--- src/rtl/elastic_buffer_pkg.sv ---
// Shared elastic-buffer constants: COM/SKP symbols and SKP-delete FSM state encoding.
package elastic_buffer_pkg;

    localparam logic [9:0] COM_SYM = 10'b0011111010;
    localparam logic [9:0] SKP_SYM = 10'b0011110100;

    typedef enum logic [1:0] {
        IDLE     = 2'd0,
        COM_SEEN = 2'd1,
        SKP_RUN  = 2'd2
    } del_state_t;

endpackage

--- src/rtl/write_pointer_control_if.sv ---
// Symbol-in / pointer-out bundle between the recovered-symbol source and the write pointer logic.
interface write_pointer_control_if #(
    parameter int DATA_WIDTH = 10,
    parameter int PTR_WIDTH  = 5
);
    logic [DATA_WIDTH-1:0] data_in;
    logic                  data_valid;
    logic [PTR_WIDTH-1:0]  gray_read_pointer;
    logic [PTR_WIDTH-1:0]  write_address;
    logic [PTR_WIDTH-1:0]  gray_write_pointer;
    logic                  write_enable;
    logic                  full;
    logic                  delete_req;
    logic                  overflow;
    logic [PTR_WIDTH-1:0]  fill_level;

    modport master (
        output data_in, data_valid, gray_read_pointer,
        input  write_address, gray_write_pointer, write_enable, full,
               delete_req, overflow, fill_level
    );

    modport slave (
        input  data_in, data_valid, gray_read_pointer,
        output write_address, gray_write_pointer, write_enable, full,
               delete_req, overflow, fill_level
    );
endinterface

--- src/rtl/binToGray.sv ---
// Binary to reflected-Gray conversion.
// Latency: combinational. Backpressure: none.
module binToGray #(
    parameter int WIDTH = 5
) (
    input  logic [WIDTH-1:0] bin,
    output logic [WIDTH-1:0] gray
);
    assign gray = bin ^ (bin >> 1);
endmodule

--- src/rtl/grayToBin.sv ---
// Reflected-Gray to binary conversion; bit i is the XOR of all Gray bits at or above i.
// Latency: combinational. Backpressure: none.
module grayToBin #(
    parameter int WIDTH = 5
) (
    input  logic [WIDTH-1:0] gray,
    output logic [WIDTH-1:0] bin
);
    always_comb begin
        bin = '0;
        for (int i = 0; i < WIDTH; i++) begin
            bin[i] = ^(gray >> i);
        end
    end
endmodule

--- src/rtl/write_pointer_control.sv ---
// Elastic-buffer write pointer with full/overflow detection; SKP deletion gated by EB_SKP_DELETE_EN.
// Latency: write_enable/gray pointer/fill combinational; full, overflow, delete_req one cycle late.
// Backpressure: none upstream -- symbols arriving while full are lost and flagged by overflow.
module write_pointer_control
    import elastic_buffer_pkg::*;
#(
    parameter int                    DATA_WIDTH       = 10,
    parameter int                    BUFFER_DEPTH     = 16,
    parameter logic [DATA_WIDTH-1:0] COM_SYMBOL       = COM_SYM,
    parameter logic [DATA_WIDTH-1:0] SKP_SYMBOL       = SKP_SYM,
    parameter int                    DELETE_THRESHOLD = BUFFER_DEPTH / 2 + 1
) (
    input  logic                    write_clk,
    input  logic                    rst_n,
    write_pointer_control_if.slave  bus
);
    localparam int         A       = $clog2(BUFFER_DEPTH);
    localparam int         PW      = A + 1;
    localparam logic [A:0] DEL_THR = PW'(DELETE_THRESHOLD);

    logic [A:0] wr_addr;
    logic [A:0] gray_wr;
    logic [A:0] rd_bin;
    logic [A:0] fill;
    logic       full_q;
    logic       full_nxt;
    logic       ovf_q;
    logic       drop;
    logic       we;

    binToGray #(.WIDTH(PW)) u_bin_to_gray (.bin(wr_addr), .gray(gray_wr));
    grayToBin #(.WIDTH(PW)) u_gray_to_bin (.gray(bus.gray_read_pointer), .bin(rd_bin));

    assign fill     = wr_addr - rd_bin;
    // Pointers one full lap apart differ in exactly the top two Gray bits.
    assign full_nxt = (gray_wr == {~bus.gray_read_pointer[A:A-1], bus.gray_read_pointer[A-2:0]});
    assign we       = bus.data_valid & ~full_q & ~drop;

    always_ff @(posedge write_clk or negedge rst_n) begin
        if (!rst_n) begin
            wr_addr <= '0;
            full_q  <= 1'b0;
            ovf_q   <= 1'b0;
        end else begin
            wr_addr <= wr_addr + {{A{1'b0}}, we};
            full_q  <= full_nxt;
            ovf_q   <= bus.data_valid & full_q & ~drop;
        end
    end

`ifdef EB_SKP_DELETE_EN
    del_state_t state_q;
    del_state_t state_d;
    logic       del_q;

    always_ff @(posedge write_clk or negedge rst_n) begin
        if (!rst_n) begin
            state_q <= IDLE;
            del_q   <= 1'b0;
        end else begin
            state_q <= state_d;
            del_q   <= drop;
        end
    end

    // Only the first SKP after a COM may be dropped, so one per ordered set.
    always_comb begin
        state_d = state_q;
        drop    = 1'b0;
        if (bus.data_valid) begin
            case (state_q)
                IDLE: begin
                    if (bus.data_in == COM_SYMBOL) state_d = COM_SEEN;
                end
                COM_SEEN: begin
                    if (bus.data_in == SKP_SYMBOL) begin
                        state_d = SKP_RUN;
                        drop    = (fill >= DEL_THR);
                    end else if (bus.data_in != COM_SYMBOL) begin
                        state_d = IDLE;
                    end
                end
                SKP_RUN: begin
                    if (bus.data_in == COM_SYMBOL)      state_d = COM_SEEN;
                    else if (bus.data_in != SKP_SYMBOL) state_d = IDLE;
                end
                default: state_d = IDLE;
            endcase
        end
    end

    assign bus.delete_req = del_q;
`else
    logic unused_sym;
    assign unused_sym     = ^{bus.data_in, COM_SYMBOL, SKP_SYMBOL, DEL_THR};
    assign drop           = 1'b0;
    assign bus.delete_req = 1'b0;
`endif

    assign bus.write_address      = wr_addr;
    assign bus.gray_write_pointer = gray_wr;
    assign bus.write_enable       = we;
    assign bus.full               = full_q;
    assign bus.overflow           = ovf_q;
    assign bus.fill_level         = fill;
endmodule

--- src/flat_wrapper.sv ---
// flat-port wrapper written by rule: the top's interface ports become plain ports
module write_pointer_control_flat import elastic_buffer_pkg::*;
#(
    parameter int                    DATA_WIDTH       = 10,
    parameter int                    BUFFER_DEPTH     = 16,
    parameter logic [DATA_WIDTH-1:0] COM_SYMBOL       = COM_SYM,
    parameter logic [DATA_WIDTH-1:0] SKP_SYMBOL       = SKP_SYM,
    parameter int                    DELETE_THRESHOLD = BUFFER_DEPTH / 2 + 1
)
  (write_clk, rst_n, bus_data_in, bus_data_valid, bus_gray_read_pointer, bus_write_address, bus_gray_write_pointer, bus_write_enable, bus_full, bus_delete_req, bus_overflow, bus_fill_level);
  write_pointer_control_if #(.DATA_WIDTH(DATA_WIDTH), .PTR_WIDTH((5))) bus_i ();
  input  logic write_clk;
  input  logic rst_n;
  input wire logic [$bits(bus_i.data_in)-1:0] bus_data_in;
  input wire logic [$bits(bus_i.data_valid)-1:0] bus_data_valid;
  input wire logic [$bits(bus_i.gray_read_pointer)-1:0] bus_gray_read_pointer;
  output wire logic [$bits(bus_i.write_address)-1:0] bus_write_address;
  output wire logic [$bits(bus_i.gray_write_pointer)-1:0] bus_gray_write_pointer;
  output wire logic [$bits(bus_i.write_enable)-1:0] bus_write_enable;
  output wire logic [$bits(bus_i.full)-1:0] bus_full;
  output wire logic [$bits(bus_i.delete_req)-1:0] bus_delete_req;
  output wire logic [$bits(bus_i.overflow)-1:0] bus_overflow;
  output wire logic [$bits(bus_i.fill_level)-1:0] bus_fill_level;
  assign bus_i.data_in = bus_data_in;
  assign bus_i.data_valid = bus_data_valid;
  assign bus_i.gray_read_pointer = bus_gray_read_pointer;
  assign bus_write_address = bus_i.write_address;
  assign bus_gray_write_pointer = bus_i.gray_write_pointer;
  assign bus_write_enable = bus_i.write_enable;
  assign bus_full = bus_i.full;
  assign bus_delete_req = bus_i.delete_req;
  assign bus_overflow = bus_i.overflow;
  assign bus_fill_level = bus_i.fill_level;
  write_pointer_control #(.DATA_WIDTH(DATA_WIDTH), .BUFFER_DEPTH(BUFFER_DEPTH), .COM_SYMBOL(COM_SYMBOL), .SKP_SYMBOL(SKP_SYMBOL), .DELETE_THRESHOLD(DELETE_THRESHOLD)) u_core (.write_clk(write_clk), .rst_n(rst_n), .bus(bus_i));
endmodule
--- config.mk ---
export PLATFORM = sky130hd
export DESIGN_NAME = write_pointer_control_flat
export DESIGN_NICKNAME = d
export VERILOG_FILES = /design/src/rtl/elastic_buffer_pkg.sv /design/src/rtl/write_pointer_control_if.sv /design/src/rtl/binToGray.sv /design/src/rtl/grayToBin.sv /design/src/rtl/write_pointer_control.sv /design/src/flat_wrapper.sv
export SDC_FILE = /design/constraint.sdc
export NUM_CORES = 1
export LEC_CHECK = 0
export ABC_AREA = 1
export CAP_MARGIN = 20
export CORE_MARGIN = 2
export CORE_UTILIZATION = 28
export DETAILED_ROUTE_END_ITERATION = 12
export GPL_TIMING_DRIVEN = 0
export PLACE_DENSITY = 0.67
export SYNTH_ARGS = -nofsm -noshare
export SYNTH_HDL_FRONTEND = slang
export SYNTH_HIERARCHICAL = 1
export SYNTH_SLANG_ARGS = --single-unit
--- constraint.sdc ---
create_clock -name write_clk -period 2.7 [get_ports write_clk]
set_clock_uncertainty 0.15 [all_clocks]
set_input_delay 0.675 -clock write_clk [delete_from_list [all_inputs] [get_ports write_clk]]
set_output_delay 0.675 -clock write_clk [all_outputs]
set_load 0.005 [all_outputs]
==> flow_metrics.tcl <==
set metrics [dict create \
    fill_cells 227 \
    path_cells "buf_4, xnor2_2, xnor2_2, inv_1, buf_6, fa_2, nand2_2, nand2_2, nand2_1, nand2_1, nand2_1, buf_2" \
    synth_area_leader_cell "dfrtp_1" \
    syn_inst 104 \
    stdcell_count 168 \
    peakVddDrop_mv 0.4218 \
    fin_crit_sh 1.082 \
    grt_max_degree 9 \
    vias 750 \
    wire_per_inst_um 10.70 \
    drcViolationCount 0 \
    final.setup.tns_ps -466.9 \
    dpl-instance-area_um2 991.0 \
    syn-num-nets 129 \
    yosys_warnings 6 \
    drv_cap 0 \
    final_cell_area_um2 1222 \
    numCtsBuffers 3 \
    cts_tree "built" \
    swShare 0.4192 \
    place_ws_ps -1147 \
    core_area_um2 2432 \
    grt.busiest_layer "met2" \
    dp_hpwl_um 1308 \
    pwr-share-seq 0.204 \
    diodes 0 \
    cp.required_ps 1880 \
    cp_max_fo 5 \
    gp_congestion 0.7463 \
    final_common_cell "nand2_1" \
    grt_pass1_vias 733 \
    cp-end-kind "primary output" \
    first_pass_iters 3 \
    synth_top_area_share 0.2491 \
    violations "setup timing" \
    gr-usage-met3 0.01389 \
    grtUsageMet2 0.2907 \
    dieHeight_um 54.12 \
    final_cell_mix "nand2_1 (25), inv_1 (17), clkdlybuf4s50_1 (14)" \
    cpPeakStageDelay_ps 370 \
    worst_slack_ps -220.4 \
    clock_latency_ps 250 \
    clkPwrFrac 0.080 \
    gr-total-overflow 0 \
    antenna_found_initial 0 \
    cts_max_path_buffers 2 \
    final_hold_viol_count 0 \
    rows 18 \
    min_period_ps 2920 \
    dp_cells 159 \
    ys_ff_latch 7 \
    nNetsFinal 164 \
    path_buf_inv 4 \
    max_freq_mhz 342.4 \
    use_met1 0.1366 \
    crit_top_cell "nand2_1" \
    wl_um 1797 \
    hold_buffers 0 \
    io-pin-count 37 \
    critical_path_class "input port to primary output" \
    cellInternalPower_w 0.0006843 \
    syn_avg_cell_area_um2 6.761 \
    start_kind "input port" \
    report.final.setup_viol 4 \
    clk_pin_slew_ps 50 \
    drtIter0Drc 6 \
    cts_root_buffer "clkbuf_4" \
    pwr-share-comb 0.716 \
    postRouteAntennaNets 0 \
    status "complete, but fails checks" \
    holdCritPathClass "register to register" \
    rsz0062_at_grt "true" \
    die_area_um2 2928 \
    die_w_um 54.12 \
    grt_use_total 0.1425 \
    cts.sinks 7 \
    syn_to_final_growth_pct 73.84 \
    viasPerCell 4.464 \
    yosysUniqueCellTypes 14 \
    layout-drive-gt1-share 0.3261 \
    ys_seq_area_frac 0.2491 \
    h-tree-depth 1 \
    p_leak_nw 0.6404 \
    grt_pass1_wl_um 2953 \
    initial_core_util 0.2891 \
    p_total_w 0.001178 \
    syn_area_um2 703.2 \
    synth_area_leaders "dfrtp_1 (25%), nand2_1 (17%), inv_1 (11%)" \
    portBuffers 25 \
    switchingPower_w 0.0004940 \
    powerDensity_nw_per_um2 963.9 \
    critical-path-top-delay-family "buffers and inverters" \
    slowest_stage "fa_2" \
    drv_slew 0 \
    cp.arrival_ps 2100 \
]
==> path summary, 6_finish.rpt <==
path / from / to / slack [ps] / cells after the start
max: bus_gray_read_pointer[2] / bus_fill_level[4] / -220 / 12
min: u_core/bus.full / u_core/bus.overflow / 360 / 2
max reg2reg: u_core/bus.full / u_core/bus.write_address[4] / 1300 / 5
min reg2reg: u_core/bus.full / u_core/bus.overflow / 360 / 2
max in group asynchronous: rst_n / u_core/bus.write_address[2] / 1630 / 1
min in group asynchronous: rst_n / u_core/bus.write_address[0] / 530 / 1
==> metal layers <==
layer | wire length, um | part of all wire | vias to the layer above
li1 | - | - | 374
met1 | 698 | 0.39 | 345
met2 | 947 | 0.53 | 26
met3 | 106 | 0.059 | 5
met4 | 45 | 0.025 | 0
met5 | 0 | 0 | -
==> sequential cells by signal (all words and copies together) (netlist names) <==
| signal | cells |
|---|---|
| u_core/bus.full | 1 |
| u_core/bus.overflow | 1 |
| u_core/bus.write_address | 5 |
==> cell usage after synthesis, drive strengths merged <==
| master | number |
|---|---|
| nor2 | 5 |
| inv | 22 |
| dfrtp | 7 |
| a21oi | 1 |
| conb | 1 |
| xnor2 | 8 |
| fa | 1 |
| xor2 | 4 |
| nand3 | 12 |
| ha | 6 |
| nand2 | 34 |
| buf | 3 |
==> power by group through the flow <==
stage               Clock [W]  Sequential (W)  Combinational [W]
finish              0.0000944        0.000240           0.000844
global route         0.000105        0.000253           0.000955
CTS                  0.000100        0.000240           0.000802
detailed placement          0        0.000238           0.000794
global placement            0        0.000234           0.000770
floorplan                   0        0.000221           0.000389
==> worst reg2reg max path, stage by stage, from the launching register on <==
cell     delay [ps]
dfrtp_1         400
nor2_2          130
ha_1            170
ha_1            190
nand3_1         100
xnor2_1         140
==> metrics by stage <==
step                      hold slack (ps)    util
after CTS                           347.9  0.4671
final                               357.4  0.5026
after global placement              323.5  0.4074
after detailed placement            332.5  0.4074
after global routing                430.9  0.5026
after floorplan                     229.4       -
==> layout make-up <==
cell class / count / area [um2] / area share
multi-input combinational: 72 / 559.3 / 0.4575
timing repair buffer: 30 / 299.0 / 0.2446
sequential: 7 / 175.2 / 0.1433
inverter: 22 / 102.6 / 0.08393
clock buffer: 4 / 26.28 / 0.02149
buffer: 3 / 22.52 / 0.01842
tap: 30 / 37.54 / 0.03071
==> timing repair <==
item / in CTS / in global routing
endpoints found under the setup margin: 5 / 5
setup buffers: 5 / 0
gates resized for setup: 68 / 21
pin swaps: 18 / 10
==> cells by family (layout without fill, tap and decap cells) <==
family / after synthesis / in the layout / synth area share
other cells: 1 / 1 / 0.005333
compound gates: 1 / 1 / 0.007111
flops: 7 / 7 / 0.2491
xor+xnor: 12 / 12 / 0.1495
fa+ha+maj: 7 / 7 / 0.1352
simple gates: 51 / 51 / 0.3043
buf+inv: 25 / 59 / 0.1495
Note: power is estimated with default switching activity, not from simulation.
